### config.mk
export PLATFORM = sky130hd
export DESIGN_NAME = redirect_ctrl
export DESIGN_NICKNAME = d
export VERILOG_FILES = /design/src/rtl/redirect_ctrl_pkg.sv /design/src/rtl/sat_counter.sv /design/src/rtl/redirect_ctrl.sv
export SDC_FILE = /design/constraint.sdc
export NUM_CORES = 1
export LEC_CHECK = 0
export ABC_AREA = 1
export CELL_PAD_IN_SITES_DETAIL_PLACEMENT = 0
export CELL_PAD_IN_SITES_GLOBAL_PLACEMENT = 1
export CORE_MARGIN = 1
export CORE_UTILIZATION = 30
export DETAILED_ROUTE_END_ITERATION = 8
export GPL_TIMING_DRIVEN = 0
export PLACE_DENSITY_LB_ADDON = 0.1
export SYNTH_ARGS = -nofsm -noshare
export SYNTH_HDL_FRONTEND = slang
export SYNTH_SLANG_ARGS = --single-unit
### constraint.sdc
create_clock -name clk -period 3.94 [get_ports clk]
set_clock_uncertainty 0.1 [all_clocks]
set_input_delay 0.788 -clock clk [delete_from_list [all_inputs] [get_ports clk]]
set_output_delay 0.788 -clock clk [all_outputs]
set_load 0.01 [all_outputs]
### src/rtl/redirect_ctrl_pkg.sv
// Shared types and default pipeline stage indices for the redirect controller.
package redirect_ctrl_pkg;

  // Redirect handshake state: nothing outstanding, or one redirect awaiting IF.
  typedef enum logic {
    IDLE = 1'b0,
    PEND = 1'b1
  } state_e;

  // Default stage indices of the 5-stage pipeline.
  localparam int unsigned STG_IF  = 0;
  localparam int unsigned STG_ID  = 1;
  localparam int unsigned STG_EX  = 2;
  localparam int unsigned STG_MEM = 3;
  localparam int unsigned STG_WB  = 4;

  // Index width able to address n sources (never below 1 bit).
  function automatic int unsigned idx_width(input int unsigned n);
    return (n > 1) ? $clog2(n) : 1;
  endfunction

endpackage

### src/rtl/sat_counter.sv
// Saturating event counter with synchronous clear that dominates increment.
module sat_counter #(
  parameter int unsigned W = 16
) (
  input  logic         clk,
  input  logic         reset,
  input  logic         inc,
  input  logic         clr,
  output logic [W-1:0] value
);

  logic [W-1:0] r_value;
  logic         w_at_max;

  assign w_at_max = &r_value;
  assign value    = r_value;

  // Count up on inc, hold at all-ones, clear wins over a same-cycle increment.
  always_ff @(posedge clk or negedge reset) begin
    if (!reset) begin
      r_value <= '0;
    end else if (clr) begin
      r_value <= '0;
    end else if (inc && !w_at_max) begin
      r_value <= r_value + W'(1);
    end
  end

endmodule

### src/rtl/redirect_ctrl.sv
// Arbitrates pipeline redirect sources, drives the IF redirect handshake and
// per-stage flush mask, and counts accepted redirects per source.
module redirect_ctrl
  import redirect_ctrl_pkg::*;
#(
  parameter int unsigned NUM_STAGES           = 5,
  parameter int unsigned NUM_SRC              = 3,
  parameter int unsigned SRC_STAGE [NUM_SRC]  = '{STG_WB, STG_EX, STG_IF},
  parameter int unsigned XLEN                 = 32,
  parameter int unsigned CNT_W                = 16
) (
  input  logic                           clk,
  input  logic                           reset,
  input  logic [NUM_SRC-1:0]             src_valid,
  input  logic [NUM_SRC-1:0][XLEN-1:0]   src_addr,
  output logic                           redir_valid,
  input  logic                           redir_ready,
  output logic [XLEN-1:0]                redir_addr,
  output logic [NUM_STAGES-1:0]          flush,
  input  logic                           cnt_clr,
  output logic [NUM_SRC-1:0][CNT_W-1:0]  redir_cnt
);

  localparam int unsigned IDX_W = idx_width(NUM_SRC);

  state_e                 r_state;
  logic [IDX_W-1:0]       r_idx;
  logic [XLEN-1:0]        r_addr;

  logic                   w_win_vld;
  logic [IDX_W-1:0]       w_win_idx;
  logic [XLEN-1:0]        w_win_addr;
  logic                   w_take_new;
  logic                   w_sel_vld;
  logic [IDX_W-1:0]       w_sel_idx;
  logic [XLEN-1:0]        w_sel_addr;
  logic [NUM_STAGES-1:0]  w_mask;
  logic                   w_hs;
  logic [NUM_SRC-1:0]     w_inc;

  // Fixed-priority encoder: lowest-index valid source wins.
  always_comb begin
    w_win_vld  = 1'b0;
    w_win_idx  = '0;
    w_win_addr = '0;
    for (int i = int'(NUM_SRC) - 1; i >= 0; i--) begin
      if (src_valid[i]) begin
        w_win_vld  = 1'b1;
        w_win_idx  = IDX_W'(i);
        w_win_addr = src_addr[i];
      end
    end
  end

  // A new winner is shown in IDLE, or in PEND only if it outranks the latched source.
  assign w_take_new = w_win_vld && ((r_state == IDLE) || (w_win_idx < r_idx));
  assign w_sel_vld  = (r_state == PEND) || w_win_vld;
  assign w_sel_idx  = w_take_new ? w_win_idx  : r_idx;
  assign w_sel_addr = w_take_new ? w_win_addr : r_addr;

  // Flush mask of the shown source: kill every stage younger than the source's stage.
  always_comb begin
    w_mask = '0;
    for (int unsigned s = 0; s < NUM_SRC; s++) begin
      if (w_sel_idx == IDX_W'(s)) begin
        for (int unsigned k = 0; k < NUM_STAGES; k++) begin
          w_mask[k] = (k < SRC_STAGE[s]);
        end
      end
    end
  end

  // Outputs are forced quiet while reset is held low.
  assign redir_valid = reset && w_sel_vld;
  assign redir_addr  = redir_valid ? w_sel_addr : '0;
  assign flush       = redir_valid ? w_mask : '0;
  assign w_hs        = redir_valid && redir_ready;

  // Credit the accepted redirect to the source shown in the handshake cycle.
  always_comb begin
    w_inc = '0;
    for (int unsigned s = 0; s < NUM_SRC; s++) begin
      w_inc[s] = w_hs && (w_sel_idx == IDX_W'(s));
    end
  end

  // Handshake FSM with single-entry latch for a redirect IF has not yet taken.
  always_ff @(posedge clk or negedge reset) begin
    if (!reset) begin
      r_state <= IDLE;
      r_idx   <= '0;
      r_addr  <= '0;
    end else begin
      case (r_state)
        IDLE: begin
          if (w_win_vld && !redir_ready) begin
            r_state <= PEND;
            r_idx   <= w_win_idx;
            r_addr  <= w_win_addr;
          end
        end
        PEND: begin
          if (redir_ready) begin
            r_state <= IDLE;
          end else if (w_take_new) begin
            r_idx   <= w_win_idx;
            r_addr  <= w_win_addr;
          end
        end
        default: r_state <= IDLE;
      endcase
    end
  end

  // One saturating counter per redirect source.
  for (genvar g = 0; g < NUM_SRC; g++) begin : g_cnt
    sat_counter #(
      .W (CNT_W)
    ) u_cnt (
      .clk   (clk),
      .reset (reset),
      .inc   (w_inc[g]),
      .clr   (cnt_clr),
      .value (redir_cnt[g])
    );
  end

endmodule

==> impl_metrics.toml <==
[worst_setup_path]
path_class = "primary input to primary output"
r2r-start = "g_cnt[0].u_cnt.value[0]"
slowest_delay_ns = 0.39
rrSetupSlack_ns = 1.74
start_kind = "primary input"
cp_data_required_time_ns = 3.05
cp_cell_sequence = "clkdlybuf4s50_1 > inv_1 > nor3_4 > buf_6 > ha_1 > nand2_1 > nand2_1 > nand2_4 > nand2_8 > buf_4 > buf_4 > nand2_1 > a21oi_1 > clkdlybuf4s15_1"
worstPathArrival_ns = 2.94
r2r_cells = 10
crit_path_max_fanout = 10
timing.rr.end = "g_cnt[0].u_cnt.value[11]"
slowest_stage = "clkdlybuf4s50_1"
crit_top_cell = "nand2_1"
critPathCaptureType = "primary output"

[clock_network]
hold_buffers = 0
clkSinkCount = 83
clk_pin_slew_ns = 0.06
cts_tree = "yes"
numCtsBuffers = 9
clockBufferDepth = 2
cts_htree_levels = 3
insertion_delay_ns = 0.35
clock-root-buffer = "clkbuf_16"

[floorplan]
die_y_microns = 145
initial_utilization_pct = 31.0
std_cell_rows = 51
die-area_sq_mm = 0.0210
pin_count = 189
die_x_microns = 145
core_region_area_sq_mm = 0.0197

[timing]
rsz0062_at_grt = "no"
worst_pin_slew_ns = 0.610
slew_violations = 0
min_period_over_period_pct = 97.2
slew_headroom_pct = 59.3
fin_worst_hold_slack_ns = 0.255
setup_viol = 0
layout_min_cycle_time_ns = 3.83
setup_tns_ns = 0
setup_slack_ns = 0.112
finalHoldViolations = 0
max_freq_mhz = 261

[run]
maxCapViolations = 0

[routing]
vias = 6689
drc = 0
detail_route.vias_per_cell = 4.73
finalWirelength_microns = 21000
dr.pass1.iters = 4
ant_nets = 0
drtIter0Drc = 284
wl_per_cell_microns = 14.9

[global_route]
gr-usage-all-layers_pct = 20.7
antenna_found_initial = 0
grt_pass1_wl_microns = 33400
met1_usage_pct = 28.5
top_usage_layer = "met2"
grt_max_degree = 59
gr-usage-met2_pct = 33.5
use_met3_pct = 3.55
overflow = 0
grt_pass1_vias = 6335

[place]
dp_hpwl_microns = 15600
place_ws_ns = -0.863
io_buffers = 185
dpl.cell_count = 1394
gp_congestion = 0.818

[yosys]
yosysWarningCount = 0
yosysSeqAreaShare_pct = 34.0
yosys-top-cells-count = "274 x nand2_1, 179 x nand3_1, 91 x nor2_1, 83 x dfrtp_1, 81 x inv_1"
synth_cells = 943
async_flop_share_pct = 100
synthTopCellsByArea = "dfrtp_1 34%, nand2_1 17%, nand3_1 15%"
synth.most_common_cell = "nand2_1"
synth_area_per_cell_sq_um = 6.48
synth_ff_type = "dfrtp_1"
synth_area_sq_mm = 0.00611
ys_seq_elements = 83
synth_top_cell_by_area = "dfrtp_1"
synth_nets = 1050
synth_top_area_share_pct = 34.0
synth_cell_type_count = 34
synth_edf_count = 0

[cells_and_area]
final_nets = 1251
final_cells = 1413
drive_gt1_share_pct = 7.40
n_antenna_cell = 0
area_delta_synth_final_pct = 42.1

[min_path]
hp-class = "primary input to asynchronous set/reset pin"

[power]
pwr_density_cell_mw_per_mm2 = 280
ir_drop_uv = 212
p_leak_nw = 4.39

[run_status]
outcome = "finished clean"
-- worst max-delay path, delay by kind of cell --
kind | cells | cell delay (ns)
AND/OR/NAND/NOR | 6 | 0.50
buffers and inverters | 6 | 1.21
AO/OA/AOI/OAI | 1 | 0.17
adder cells (fa/ha/maj) | 1 | 0.26
-- sequential cells by signal (all words and copies together) (netlist names) --
name	cells
g_cnt.u_cnt.value	48
r_addr	32
r_idx	2
r_state	1
-- area by class of cell --
class                      instances  area, sq um
buffer                            57          329
clock buffer                      11          243
clock inverter                     4         27.5
fill                            2104        11000
inverter                          84          323
multi-input combinational        719         3480
sequential                        83         2080
tap                              265          332
timing repair buffer             190         1880
-- report_power, final --
| part | leakage [nW] | switching (mW) | total [mW] | internal (mW) |
|---|---|---|---|---|
| Clock | 0.135 | 0.360 | 0.801 | 0.441 |
| Sequential | 1.08 | 0.0266 | 0.935 | 0.909 |
| Combinational | 3.17 | 0.395 | 0.693 | 0.298 |
-- kinds of logic (layout without fill, tap and decap cells) --
logic type	count (synthesis)	count (layout)	share of synthesized area [%]
simple gates	584	584	41.8
buf+inv	141	346	10.0
compound gates	97	97	8.64
flops	83	83	34.0
xor+xnor	33	33	4.73
fa+ha+maj	4	4	0.819
other cells	1	1	0.0613
-- what timing repair did --
action / 4_1_cts / 5_1_grt
buffers inserted: 3 / 1
pin swaps: 3 / 4
setup endpoints to repair: 36 / 32
gates resized for setup: 56 / 34
-- worst max-delay path by stage --
| stage | slack, ns | start | to | cells past startpoint |
|---|---|---|---|---|
| floorplan | 0.38 | src_valid[1] | flush[3] | 12 |
| global placement | -3.49 | reset | flush[1] | 6 |
| detailed placement | -0.86 | src_valid[2] | flush[3] | 14 |
| CTS | -0.19 | src_valid[2] | redir_addr[5] | 14 |
| global route | 0.01 | src_valid[2] | redir_addr[28] | 15 |
| finish | 0.11 | src_valid[2] | redir_addr[15] | 14 |
-- cells in the final DEF (no fill, tap or decap), types with 10 or more instances in the layout --
cell type / instances
nand2_1: 274
clkdlybuf4s50_1: 148
buf_6: 10
inv_1: 80
dfrtp_1: 83
buf_4: 14
dlygate4sd2_1: 12
a21oi_1: 71
nand3_1: 179
xor2_1: 26
clkbuf_1: 26
a22oi_1: 14
nor2_1: 90
-- through the flow --
stage	cell area [sq um]	util, %	power [mW]
finish	8690	44.1	2.43
global route	8690	44.1	2.58
CTS	8650	43.9	2.47
detailed placement	8320	42.2	1.65
global placement	8300	42.1	1.65
floorplan	6110	-	1.32
-- layer usage --
metal / vias to the layer above / share of wire, %
met1: 3068 / 48
met4: 0 / 1.1
met3: 14 / 4.4
li1: 3453 / -
met2: 154 / 46
met5: - / 0
Note: power is estimated with default switching activity, not from simulation.
